$ cat src/rtl/ex_mem_pkg.sv
// Shared widths, memory-op encodings and small op-classification helpers
// for the execute/memory pipeline boundary.
package ex_mem_pkg;

    localparam int REG_BUS       = 32;
    localparam int REG_ADDR_BUS  = 5;
    localparam int CSR_ADDR_BUS  = 12;
    localparam int CSR_BUS       = 32;
    localparam int DBUS_BE_BUS   = 4;
    localparam logic RST_ENABLE  = 1'b0;

    localparam logic [3:0] MEM_OP_NONE = 4'h0;
    localparam logic [3:0] MEM_OP_LB   = 4'h1;
    localparam logic [3:0] MEM_OP_LH   = 4'h2;
    localparam logic [3:0] MEM_OP_LW   = 4'h3;
    localparam logic [3:0] MEM_OP_LBU  = 4'h4;
    localparam logic [3:0] MEM_OP_LHU  = 4'h5;
    localparam logic [3:0] MEM_OP_SB   = 4'h6;
    localparam logic [3:0] MEM_OP_SH   = 4'h7;
    localparam logic [3:0] MEM_OP_SW   = 4'h8;

    function automatic logic op_is_load(input logic [3:0] op);
        return (op >= MEM_OP_LB) && (op <= MEM_OP_LHU);
    endfunction

    function automatic logic op_is_store(input logic [3:0] op);
        return (op >= MEM_OP_SB) && (op <= MEM_OP_SW);
    endfunction

    // Unknown encodings fall through as non-memory ops.
    function automatic logic op_is_mem(input logic [3:0] op);
        return op_is_load(op) || op_is_store(op);
    endfunction

endpackage

$ cat src/rtl/ex_mem_if.sv
// Data-bus request/grant/rvalid interface; master issues requests, slave answers.
interface ex_mem_if;
    import ex_mem_pkg::*;

    logic                    req;
    logic                    we;
    logic [REG_BUS-1:0]      addr;
    logic [DBUS_BE_BUS-1:0]  be;
    logic [REG_BUS-1:0]      wdata;
    logic                    gnt;
    logic                    rvalid;
    logic [REG_BUS-1:0]      rdata;

    modport master (
        output req, we, addr, be, wdata,
        input  gnt, rvalid, rdata
    );

    modport slave (
        input  req, we, addr, be, wdata,
        output gnt, rvalid, rdata
    );

endinterface

$ cat src/rtl/ex_mem_lsu_align.sv
// Combinational lane logic: byte enables, store replication, misalign
// detection and load sign/zero extension.
module lsu_align
    import ex_mem_pkg::*;
(
    input  logic [3:0]             op,
    input  logic [1:0]             addr_lo,
    input  logic [REG_BUS-1:0]     sdata,
    input  logic [REG_BUS-1:0]     rdata,
    output logic [DBUS_BE_BUS-1:0] be,
    output logic [REG_BUS-1:0]     wdata,
    output logic                   misalign,
    output logic [REG_BUS-1:0]     ldata
);

    logic [7:0]  byte_lane [4];
    logic [7:0]  sel_byte;
    logic [15:0] sel_half;

    genvar gi;
    generate
        for (gi = 0; gi < 4; gi++) begin : g_lane
            assign byte_lane[gi] = rdata[8*gi +: 8];
        end
    endgenerate

    assign sel_byte = byte_lane[addr_lo];
    assign sel_half = addr_lo[1] ? {byte_lane[3], byte_lane[2]} : {byte_lane[1], byte_lane[0]};

    always_comb begin
        be       = '0;
        wdata    = '0;
        misalign = 1'b0;
        ldata    = '0;
        case (op)
            MEM_OP_LB: begin
                be    = 4'b0001 << addr_lo;
                ldata = {{24{sel_byte[7]}}, sel_byte};
            end
            MEM_OP_LBU: begin
                be    = 4'b0001 << addr_lo;
                ldata = {24'd0, sel_byte};
            end
            MEM_OP_LH: begin
                be       = 4'b0011 << addr_lo;
                misalign = addr_lo[0];
                ldata    = {{16{sel_half[15]}}, sel_half};
            end
            MEM_OP_LHU: begin
                be       = 4'b0011 << addr_lo;
                misalign = addr_lo[0];
                ldata    = {16'd0, sel_half};
            end
            MEM_OP_LW: begin
                be       = 4'b1111;
                misalign = (addr_lo != 2'b00);
                ldata    = rdata;
            end
            MEM_OP_SB: begin
                be    = 4'b0001 << addr_lo;
                wdata = {4{sdata[7:0]}};
            end
            MEM_OP_SH: begin
                be       = 4'b0011 << addr_lo;
                wdata    = {2{sdata[15:0]}};
                misalign = addr_lo[0];
            end
            MEM_OP_SW: begin
                be       = 4'b1111;
                wdata    = sdata;
                misalign = (addr_lo != 2'b00);
            end
            default: ;
        endcase
    end

endmodule

$ cat src/rtl/ex_mem.sv
// EX/MEM pipeline register with a single-outstanding data-bus access FSM;
// stalls the pipe while a load/store is in flight.
module ex_mem
    import ex_mem_pkg::*;
(
    input  logic                    clk,
    input  logic                    rst,
    input  logic                    ex_valid,
    input  logic [REG_ADDR_BUS-1:0] ex_waddr,
    input  logic [REG_BUS-1:0]      ex_wdata,
    input  logic                    ex_we,
    input  logic                    ex_csr_we,
    input  logic [CSR_ADDR_BUS-1:0] ex_csr_waddr,
    input  logic [CSR_BUS-1:0]      ex_csr_wdata,
    input  logic [3:0]              ex_mem_op,
    input  logic [REG_BUS-1:0]      ex_mem_addr,
    input  logic [REG_BUS-1:0]      ex_mem_sdata,
    input  logic                    flush,
    output logic                    stall_req,
    ex_mem_if.master                dbus,
    output logic                    exm_valid,
    output logic [REG_ADDR_BUS-1:0] exm_waddr,
    output logic [REG_BUS-1:0]      exm_wdata,
    output logic                    exm_we,
    output logic                    exm_csr_we,
    output logic [CSR_ADDR_BUS-1:0] exm_csr_waddr,
    output logic [CSR_BUS-1:0]      exm_csr_wdata,
    output logic                    exm_misalign
);

    typedef enum logic [1:0] {
        ST_IDLE  = 2'd0,
        ST_REQ   = 2'd1,
        ST_WAIT  = 2'd2,
        ST_DRAIN = 2'd3
    } state_e;

    state_e                  state_reg;
    logic [3:0]              op_reg;
    logic [1:0]              addr_lo_reg;
    logic [REG_ADDR_BUS-1:0] waddr_reg;

    logic [3:0]              op_sel;
    logic [1:0]              addr_lo_sel;
    logic [DBUS_BE_BUS-1:0]  al_be;
    logic [REG_BUS-1:0]      al_wdata;
    logic                    al_misalign;
    logic [REG_BUS-1:0]      al_ldata;

    // One aligner serves both directions: incoming op in IDLE, captured op afterwards.
    assign op_sel      = (state_reg == ST_IDLE) ? ex_mem_op : op_reg;
    assign addr_lo_sel = (state_reg == ST_IDLE) ? ex_mem_addr[1:0] : addr_lo_reg;

    lsu_align u_lsu_align (
        .op       (op_sel),
        .addr_lo  (addr_lo_sel),
        .sdata    (ex_mem_sdata),
        .rdata    (dbus.rdata),
        .be       (al_be),
        .wdata    (al_wdata),
        .misalign (al_misalign),
        .ldata    (al_ldata)
    );

    always_ff @(posedge clk) begin
        if (rst == RST_ENABLE) begin
            state_reg     <= ST_IDLE;
            op_reg        <= MEM_OP_NONE;
            addr_lo_reg   <= '0;
            waddr_reg     <= '0;
            stall_req     <= 1'b0;
            dbus.req      <= 1'b0;
            dbus.we       <= 1'b0;
            dbus.addr     <= '0;
            dbus.be       <= '0;
            dbus.wdata    <= '0;
            exm_valid     <= 1'b0;
            exm_waddr     <= '0;
            exm_wdata     <= '0;
            exm_we        <= 1'b0;
            exm_csr_we    <= 1'b0;
            exm_csr_waddr <= '0;
            exm_csr_wdata <= '0;
            exm_misalign  <= 1'b0;
        end else begin
            // Every exm_* beat lasts one cycle; a bubble unless overridden below.
            exm_valid     <= 1'b0;
            exm_waddr     <= '0;
            exm_wdata     <= '0;
            exm_we        <= 1'b0;
            exm_csr_we    <= 1'b0;
            exm_csr_waddr <= '0;
            exm_csr_wdata <= '0;
            exm_misalign  <= 1'b0;

            case (state_reg)
                ST_IDLE: begin
                    if (ex_valid && !flush) begin
                        if (!op_is_mem(ex_mem_op)) begin
                            exm_valid     <= 1'b1;
                            exm_waddr     <= ex_waddr;
                            exm_wdata     <= ex_wdata;
                            exm_we        <= ex_we;
                            exm_csr_we    <= ex_csr_we;
                            exm_csr_waddr <= ex_csr_waddr;
                            exm_csr_wdata <= ex_csr_wdata;
                        end else if (al_misalign) begin
                            exm_valid    <= 1'b1;
                            exm_misalign <= 1'b1;
                            exm_waddr    <= ex_waddr;
                        end else begin
                            op_reg      <= ex_mem_op;
                            addr_lo_reg <= ex_mem_addr[1:0];
                            waddr_reg   <= ex_waddr;
                            dbus.req    <= 1'b1;
                            dbus.we     <= op_is_store(ex_mem_op);
                            dbus.addr   <= {ex_mem_addr[REG_BUS-1:2], 2'b00};
                            dbus.be     <= al_be;
                            dbus.wdata  <= al_wdata;
                            stall_req   <= 1'b1;
                            state_reg   <= ST_REQ;
                        end
                    end
                end
                ST_REQ: begin
                    if (flush) begin
                        dbus.req <= 1'b0;
                        // A grant in the flush cycle still owes us an rvalid.
                        if (dbus.gnt) begin
                            state_reg <= ST_DRAIN;
                        end else begin
                            stall_req <= 1'b0;
                            state_reg <= ST_IDLE;
                        end
                    end else if (dbus.gnt) begin
                        dbus.req  <= 1'b0;
                        state_reg <= ST_WAIT;
                    end
                end
                ST_WAIT: begin
                    if (dbus.rvalid) begin
                        stall_req <= 1'b0;
                        state_reg <= ST_IDLE;
                        if (!flush) begin
                            exm_valid <= 1'b1;
                            exm_waddr <= waddr_reg;
                            if (op_is_load(op_reg)) begin
                                exm_we    <= 1'b1;
                                exm_wdata <= al_ldata;
                            end
                        end
                    end else if (flush) begin
                        state_reg <= ST_DRAIN;
                    end
                end
                ST_DRAIN: begin
                    if (dbus.rvalid) begin
                        stall_req <= 1'b0;
                        state_reg <= ST_IDLE;
                    end
                end
                default: begin
                    dbus.req  <= 1'b0;
                    stall_req <= 1'b0;
                    state_reg <= ST_IDLE;
                end
            endcase
        end
    end

endmodule

$ cat src/flat_wrapper.sv
// flat-port wrapper written by rule: the top's interface ports become plain ports
module ex_mem_flat import ex_mem_pkg::*;
  (clk, rst, ex_valid, ex_waddr, ex_wdata, ex_we, ex_csr_we, ex_csr_waddr, ex_csr_wdata, ex_mem_op, ex_mem_addr, ex_mem_sdata, flush, stall_req, exm_valid, exm_waddr, exm_wdata, exm_we, exm_csr_we, exm_csr_waddr, exm_csr_wdata, exm_misalign, dbus_req, dbus_we, dbus_addr, dbus_be, dbus_wdata, dbus_gnt, dbus_rvalid, dbus_rdata);
  ex_mem_if dbus_i ();
  input  logic clk;
  input  logic rst;
  input  logic ex_valid;
  input  logic [REG_ADDR_BUS-1:0] ex_waddr;
  input  logic [REG_BUS-1:0] ex_wdata;
  input  logic ex_we;
  input  logic ex_csr_we;
  input  logic [CSR_ADDR_BUS-1:0] ex_csr_waddr;
  input  logic [CSR_BUS-1:0] ex_csr_wdata;
  input  logic [3:0] ex_mem_op;
  input  logic [REG_BUS-1:0] ex_mem_addr;
  input  logic [REG_BUS-1:0] ex_mem_sdata;
  input  logic flush;
  output logic stall_req;
  output logic exm_valid;
  output logic [REG_ADDR_BUS-1:0] exm_waddr;
  output logic [REG_BUS-1:0] exm_wdata;
  output logic exm_we;
  output logic exm_csr_we;
  output logic [CSR_ADDR_BUS-1:0] exm_csr_waddr;
  output logic [CSR_BUS-1:0] exm_csr_wdata;
  output logic exm_misalign;
  output wire logic [$bits(dbus_i.req)-1:0] dbus_req;
  output wire logic [$bits(dbus_i.we)-1:0] dbus_we;
  output wire logic [$bits(dbus_i.addr)-1:0] dbus_addr;
  output wire logic [$bits(dbus_i.be)-1:0] dbus_be;
  output wire logic [$bits(dbus_i.wdata)-1:0] dbus_wdata;
  input wire logic [$bits(dbus_i.gnt)-1:0] dbus_gnt;
  input wire logic [$bits(dbus_i.rvalid)-1:0] dbus_rvalid;
  input wire logic [$bits(dbus_i.rdata)-1:0] dbus_rdata;
  assign dbus_req = dbus_i.req;
  assign dbus_we = dbus_i.we;
  assign dbus_addr = dbus_i.addr;
  assign dbus_be = dbus_i.be;
  assign dbus_wdata = dbus_i.wdata;
  assign dbus_i.gnt = dbus_gnt;
  assign dbus_i.rvalid = dbus_rvalid;
  assign dbus_i.rdata = dbus_rdata;
  ex_mem u_core (.clk(clk), .rst(rst), .ex_valid(ex_valid), .ex_waddr(ex_waddr), .ex_wdata(ex_wdata), .ex_we(ex_we), .ex_csr_we(ex_csr_we), .ex_csr_waddr(ex_csr_waddr), .ex_csr_wdata(ex_csr_wdata), .ex_mem_op(ex_mem_op), .ex_mem_addr(ex_mem_addr), .ex_mem_sdata(ex_mem_sdata), .flush(flush), .stall_req(stall_req), .dbus(dbus_i), .exm_valid(exm_valid), .exm_waddr(exm_waddr), .exm_wdata(exm_wdata), .exm_we(exm_we), .exm_csr_we(exm_csr_we), .exm_csr_waddr(exm_csr_waddr), .exm_csr_wdata(exm_csr_wdata), .exm_misalign(exm_misalign));
endmodule
$ cat config.mk
export PLATFORM = sky130hd
export DESIGN_NAME = ex_mem_flat
export DESIGN_NICKNAME = d
export VERILOG_FILES = /design/src/rtl/ex_mem_pkg.sv /design/src/rtl/ex_mem_if.sv /design/src/rtl/ex_mem_lsu_align.sv /design/src/rtl/ex_mem.sv /design/src/flat_wrapper.sv
export SDC_FILE = /design/constraint.sdc
export NUM_CORES = 1
export LEC_CHECK = 0
export ABC_AREA = 1
export BUFFER_PORTS_ARGS = -buffer_cell sky130_fd_sc_hd__buf_4
export CORE_MARGIN = 4
export CORE_UTILIZATION = 47
export CTS_BUF_LIST = sky130_fd_sc_hd__clkbuf_16
export DETAILED_ROUTE_END_ITERATION = 7
export HOLD_SLACK_MARGIN = 0.12
export PLACE_DENSITY = 0.91
export SYNTH_ARGS = -nofsm -noshare
export SYNTH_HDL_FRONTEND = slang
export SYNTH_SLANG_ARGS = --single-unit
$ cat constraint.sdc
create_clock -name clk -period 2.5 [get_ports clk]
set_clock_uncertainty 0.2 [all_clocks]
set_input_delay 0.5 -clock clk [delete_from_list [all_inputs] [get_ports clk]]
set_output_delay 0.5 -clock clk [all_outputs]
set_load 0.1 [all_outputs]
* Yosys cells after proc, flatten, opt, wreduce, memory -nomap -nowiden
Cells that the tools add are included.
** Storage, ports and cells
- Input bits :: 189
- Output and inout bits :: 156
- Flip-flop bits (word level) :: 167
- Logic and storage cells :: 125
** Operators by class
- Shift operators :: 2
- Eq/ne operators :: 20
- Reduce and logical (&&, ||, !) cells :: 19
- Bitwise operators :: 5
- $lt $le $gt $ge :: 7
- Multiplexer cells :: 54
** Operators with widths (count)
- $mux 32 :: 5
- $pmux 32 s5 :: 1
- $pmux 32 s3 :: 1
- $pmux 32 s2 :: 1
- $mux 5 :: 5
- $mux 2 :: 10
- $mux 1 :: 18
- $bmux 8 s2 :: 1
- $eq 4x3->1 const B :: 4
- $mux 16 :: 1
- $mux 8 :: 2
- $ne 2x2->1 const B :: 6
- $pmux 4 s3 :: 1
- $reduce_and 6->1 :: 2
- $pmux 5 s2 :: 1
- $eq 4x2->1 const B :: 2
- $ge 4x1->1 const B :: 2
- $le 4x3->1 const B :: 2
- $pmux 1 s2 :: 4
- $pmux 2 s4 :: 1
- $reduce_and 4->1 :: 2
- $ne 3x3->1 const B :: 2
- $reduce_or 3->1 :: 2
- $reduce_and 5->1 :: 1
- other kinds (21) :: 30

* Longest topological paths before layout
- Depth after elaboration :: 11
- Gate-level depth with buffers :: 16
- Mapped depth without buffers :: 14

* By module
A second synthesis with hierarchy kept.
** Unflattened totals
- Cell total of the unflattened synthesis :: 1062
- Area, all modules :: 7375.8 um^2
** By module, submodules not included
- ex_mem :: times used 1, cells each 744, area each 5909.4 um^2, seq. area each 3343.2 um^2
- lsu_align :: times used 1, cells each 318, area each 1466.4 um^2, seq. area each 0.0 um^2

* Worst setup path after synthesis
No wires, ideal clock.
- Kind :: reg-to-reg
- From :: register u_core.state_reg[0]
- To :: register u_core.dbus.addr[27]
- Path buffers :: 2
- Cell stages (with the launch flop) :: 16
- Period minus slack after synthesis :: 2.087 ns
- Arrival :: 1.817 ns
- Data required time :: 2.230 ns
- Library setup time :: 0.070 ns
- Slack :: 0.413 ns
- Cells stage by stage :: dfxtp_1 -> nor2_4 -> nand2_1 -> nand2_1 -> inv_1 -> nor2_4 -> nand2_2 -> nand2_1 -> nand2_1 -> nand2_2 -> inv_2 -> nand3_4 -> buf_8 -> buf_8 -> nand2_2 -> a21oi_1
** Between the ends
- Word-level cells in the longest chain between the ends :: 7
- Elaborated cells on any way between the ends :: 14
- Classes of those cells :: 5 x eq/ne; 3 x mux; 1 x bitwise; 5 x reduce/logical
** RTL lines
- from (decl) :: RTL line ex_mem.sv:38 : state_e state_reg;
- from (signal assigned) :: RTL line ex_mem.sv:67 : state_reg <= ST_IDLE;
- from (signal assigned) :: RTL line ex_mem.sv:121 : state_reg <= ST_REQ;
- from (signal assigned) :: RTL line ex_mem.sv:130 : state_reg <= ST_DRAIN;
- $logic_not 2->1 * :: RTL line ex_mem.sv:51, ex_mem.sv:52, ex_mem.sv:96
- $mux 4 :: RTL line ex_mem.sv:51 : assign op_sel = (state_reg == ST_IDLE) ? ex_mem_op : op_reg;
- $eq 4x3->1 (tied with other cells) :: RTL line ex_mem_lsu_align.sv:35 : case (op)
- $reduce_or 3->1 (no line) / $reduce_or 2->1 (equally long branches)
- $pmux 1 s2 :: RTL line ex_mem_lsu_align.sv:35
- $not 1->1 (no line)
- $reduce_and 4->1 (no line) *
- to (signal assigned) :: RTL line ex_mem.sv:117 : dbus.addr <= {ex_mem_addr[REG_BUS-1:2], 2'b00};
- to (decl) :: RTL line ex_mem_if.sv:15 : output req, we, addr, be, wdata,
Every way passes the cells marked *; elsewhere a longest branch is shown, timed or not.
A chain may end at the register's enable or synchronous reset.

* Worst setup path after layout
- From :: register u_core.state_reg[1]
- To :: register u_core.exm_wdata[4]
** Between the ends
- Word-level cells in the longest chain between the ends :: 11
- Elaborated cells on any way between the ends :: 19
- Classes of those cells :: 6 x eq/ne; 11 x mux; 1 x bitwise; 1 x reduce/logical
** RTL lines
- $logic_not 2->1 :: RTL line ex_mem.sv:51, ex_mem.sv:52, ex_mem.sv:96
- $mux 2 :: RTL line ex_mem.sv:52 : assign addr_lo_sel = (state_reg == ST_IDLE) ? ex_mem_addr[1:0] : addr_lo_reg;
- $not 2->3 (implied by the code) :: RTL line ex_mem_lsu_align.sv:27 : assign sel_byte = byte_lane[addr_lo];
- $bmux 8 s2 :: RTL line ex_mem_lsu_align.sv:27
- $mux 8 (implied by the code) (2 in a row) :: RTL line ex_mem_lsu_align.sv:27
- $pmux 32 s5 :: RTL line ex_mem_lsu_align.sv:35
- $mux 32 :: RTL line ex_mem.sv:147 : if (op_is_load(op_reg)) begin
- $mux 32 :: RTL line ex_mem.sv:144 : if (!flush) begin
- $mux 32 :: RTL line ex_mem.sv:141 : if (dbus.rvalid) begin
- $pmux 32 s2 * :: RTL line ex_mem.sv:96 : case (state_reg)
- to (signal assigned) :: RTL line ex_mem.sv:102 : exm_wdata <= ex_wdata;
- to (signal assigned) :: RTL line ex_mem.sv:149 : exm_wdata <= al_ldata;
- to (decl) :: RTL line ex_mem.sv:23 : output logic [REG_BUS-1:0] exm_wdata,
Every way passes the cells marked *; elsewhere a longest branch is shown, timed or not. The select of a mux whose other input is x is not followed.

==> impl_metrics.env <==
export IMPL_initial_core_util_pct=48.5
export IMPL_reg2reg_setup_slack_ns=0.17
export IMPL_setup_viol=0
export IMPL_hold_class="in -> reg"
export IMPL_finalSetupTns_ns=0
export IMPL_critPathMostFrequentCell="nand2_1"
export IMPL_worstSetupStartpointType="register"
export IMPL_maxSlewViolCount=0
export IMPL_wirelength_um=28300
export IMPL_place_area_um2=10200
export IMPL_avgSynthCellArea_um2=7.01
export IMPL_die_h_um=134
export IMPL_dp_final_hpwl_um=19200
export IMPL_regArea_um2=3350
export IMPL_route_vias_total=8539
export IMPL_p_int_mw=5.66
export IMPL_portBuffers=342
export IMPL_num_nets_final=1622
export IMPL_reg_largest_list="u_core.dbus.wdata: 32 flops, u_core.exm_csr_wdata: 32 flops, u_core.exm_wdata: 32 flops"
export IMPL_status="completed"
export IMPL_htree_levels=4
export IMPL_swShare_pct=46.0
export IMPL_min_period_ns=2.33
export IMPL_diodes=0
export IMPL_hold_slack_ns=0.133
export IMPL_multi_input_area_um2=3250
export IMPL_pwr_share_seq_pct=28.5
export IMPL_wire_per_inst_um=17.1
export IMPL_clkLatencyLatePin_ns=0.42
export IMPL_clock_sinks=167
export IMPL_die_w_um=134
export IMPL_ys_types=35
export IMPL_drive_above_1_share_pct=30.8
export IMPL_drv_cap=0
export IMPL_ys_warn_count=0
export IMPL_drt_initial_drc_count=541
export IMPL_crit_type="reg -> reg"
export IMPL_gp_congestion=0.960
export IMPL_crit_fanout=7
export IMPL_overflow=0
export IMPL_p_leak_nw=5.62
export IMPL_drt_pass1_iterations=8
export IMPL_synth_seq_cells=167
export IMPL_finalNonFillerCells=1657
export IMPL_clk_path_buf_depth=2
export IMPL_crit_arrival_ns=2.41
export IMPL_cts_tree="done"
export IMPL_combPwrFrac_pct=47.4
export IMPL_cp_slowest_stage_delay_ns=0.37
export IMPL_cts_root_buf="clkbuf_16"
export IMPL_power_frac_clock_pct=24.1
export IMPL_post_cts_setup_buffers=0
export IMPL_rsz0062_at_grt="no"
export IMPL_place_inst=1577
export IMPL_netlist_instances=1059
export IMPL_path_clk_slew_ns=0.07
export IMPL_max_vdd_ir_drop_uv=842
export IMPL_syn_cell_area_um2=7420
export IMPL_switching_power_mw=4.83
export IMPL_yosysSeqAreaShare_pct=45.0
export IMPL_fmax_mhz=429
export IMPL_antenna_found_initial=0
export IMPL_final_cell_area_um2=11300
export IMPL_path_buf_inv=2
export IMPL_viasPerCell=5.15
export IMPL_cts_buffers=17
export IMPL_power_density_nw_per_um2=928
export IMPL_hold_violations=0
export IMPL_power_mw=10.5
export IMPL_nFillCells=1161
export IMPL_die_area_um2=17900
export IMPL_grt_first_pass_wirelength_um=42600
export IMPL_grt_max_degree=67
export IMPL_cp_slowest_cell="dfxtp_2"
export IMPL_synthToLayoutAreaGrowth_pct=52.4
export IMPL_grt_pass1_vias=8164
export IMPL_slew_headroom_pct=64.0
export IMPL_postRouteAntennaNets=0
export IMPL_core_area_um2=15300
export IMPL_worstPathCellList="nor2_4 -> nand2_1 -> o21ai_2 -> nor2_1 -> buf_4 -> nand2_1 -> nand2_1 -> a21oi_1 -> buf_4 -> nor2_1 -> o21ai_1 -> a21oi_1"
export IMPL_cp_required_ns=2.58
export IMPL_cpLargestDelayFamily="compound AO/OA/AOI/OAI gates"
export IMPL_worst_pin_slew_ns=0.540
export IMPL_floorplan_rows=45
export IMPL_min_period_over_period_pct=93.1
export IMPL_drc=0
export IMPL_io_pins=345
export IMPL_end_kind="register"
export IMPL_track_usage_pct=29.7
final timing paths:
path	end	cells past startpoint	from
worst max-delay path	u_core.exm_wdata[4]	12	u_core.state_reg[1]
worst min-delay path	u_core.op_reg[0]	3	ex_mem_op[0]
worst min register to register	u_core.waddr_reg[0]	2	u_core.waddr_reg[0]
worst max register to register	u_core.exm_wdata[4]	12	u_core.state_reg[1]
area by class of cell:
class	instances	share of cell area [%]
repair buffers	421	30.1
inverters	129	4.28
clock buffers	17	3.76
flip-flops and latches	167	29.6
well taps	211	2.33
multi-input cells	697	28.8
clock inverters	15	1.19
Yosys cell counts:
cell type,instances,area (um^2)
a21oi_1,85,425
a22oi_1,16,120
a31oi_1,1,6.26
a32o_1,1,10.0
and3_1,1,6.26
buf_1,4,15.0
buf_2,11,55.1
buf_4,2,15.0
buf_6,9,101
buf_8,2,30.0
clkbuf_1,40,150
clkinv_1,1,3.75
conb_1,1,3.75
dfxtp_1,167,3340
inv_1,125,469
inv_2,3,11.3
nand2_1,240,901
nand2_2,17,106
nand2_4,1,11.3
nand2b_1,1,6.26
nand3_1,52,260
nand3_2,1,10.0
nand3_4,1,17.5
nand4_1,56,350
nor2_1,141,529
nor2_2,2,12.5
nor2_4,3,33.8
nor3_1,1,5.00
nor3_2,1,10.0
nor4_1,1,6.26
o211ai_1,8,60.1
o21ai_0,58,290
o21ai_1,2,10.0
o21ai_2,3,26.3
o21ba_2,1,10.0
routing by layer:
| layer | routed length (um) | GRT usage (%) | up-vias |
|---|---|---|---|
| li1 | - | - | 4138 |
| met1 | 10900 | 34.9 | 3875 |
| met2 | 13900 | 51.2 | 457 |
| met3 | 2430 | 8.57 | 69 |
| met4 | 1080 | 11.2 | 0 |
| met5 | 0 | 0 | - |
through the flow:
step / utilization, % / setup WS, ns
2_1_floorplan: - / 0.413
3_3_place_gp: 66.9 / 0.0928
6_report: 73.8 / 0.171
4_1_cts: 73.4 / 0.0586
5_1_grt: 73.8 / 0.00942
3_5_place_dp: 66.9 / 0.0627
worst register-to-register path, cell delays in order, from the launching register on:
cell and delay, ns:
dfxtp_2 0.37, nor2_4 0.18, nand2_1 0.08, o21ai_2 0.11
nor2_1 0.12, buf_4 0.15, nand2_1 0.10, nand2_1 0.09
a21oi_1 0.20, buf_4 0.19, nor2_1 0.04, o21ai_1 0.26
a21oi_1 0.11
power groups by stage:
stage	clock network [mW]	logic (mW)	registers, mW
floorplan	0	2.33	4.19
global placement	0	4.72	3.03
detailed placement	0	4.78	3.03
CTS	2.57	4.85	2.98
global route	2.68	5.33	3.01
finish	2.53	4.97	2.99
placed cells by master, fill, tap and decap left out, drive strengths merged, types with 2 or more instances in the layout:
master       Yosys  routed
conb             1       2
inv            128     137
nor2           146     147
clkbuf          40      18
o21ai           63      63
dfxtp          167     167
nand2          258     258
nand4           56      56
a22oi           16      16
nand3           54      54
clkinv           1       7
dlygate4sd3      0      46
nor3             2       2
o211ai           8       8
a21oi           85      85
buf             28     374
logic make-up (layout without fill, tap and decap cells):
group / Yosys count / after routing / synth area share (%)
other: 1 / 2 / 0.0505
buffers and inverters: 197 / 582 / 11.5
DFF: 167 / 167 / 45.0
AOI/OAI and AO/OA: 175 / 175 / 12.9
and+or+nand+nor: 519 / 520 / 30.5
repair_timing:
item / 4_1_cts / 5_1_grt
hold endpoints to repair: 44 / 2
hold buffers: 44 / 2
resized for setup: 0 / 9
endpoints found under the setup margin: 0 / 79
(Power assumes the default switching activity.)
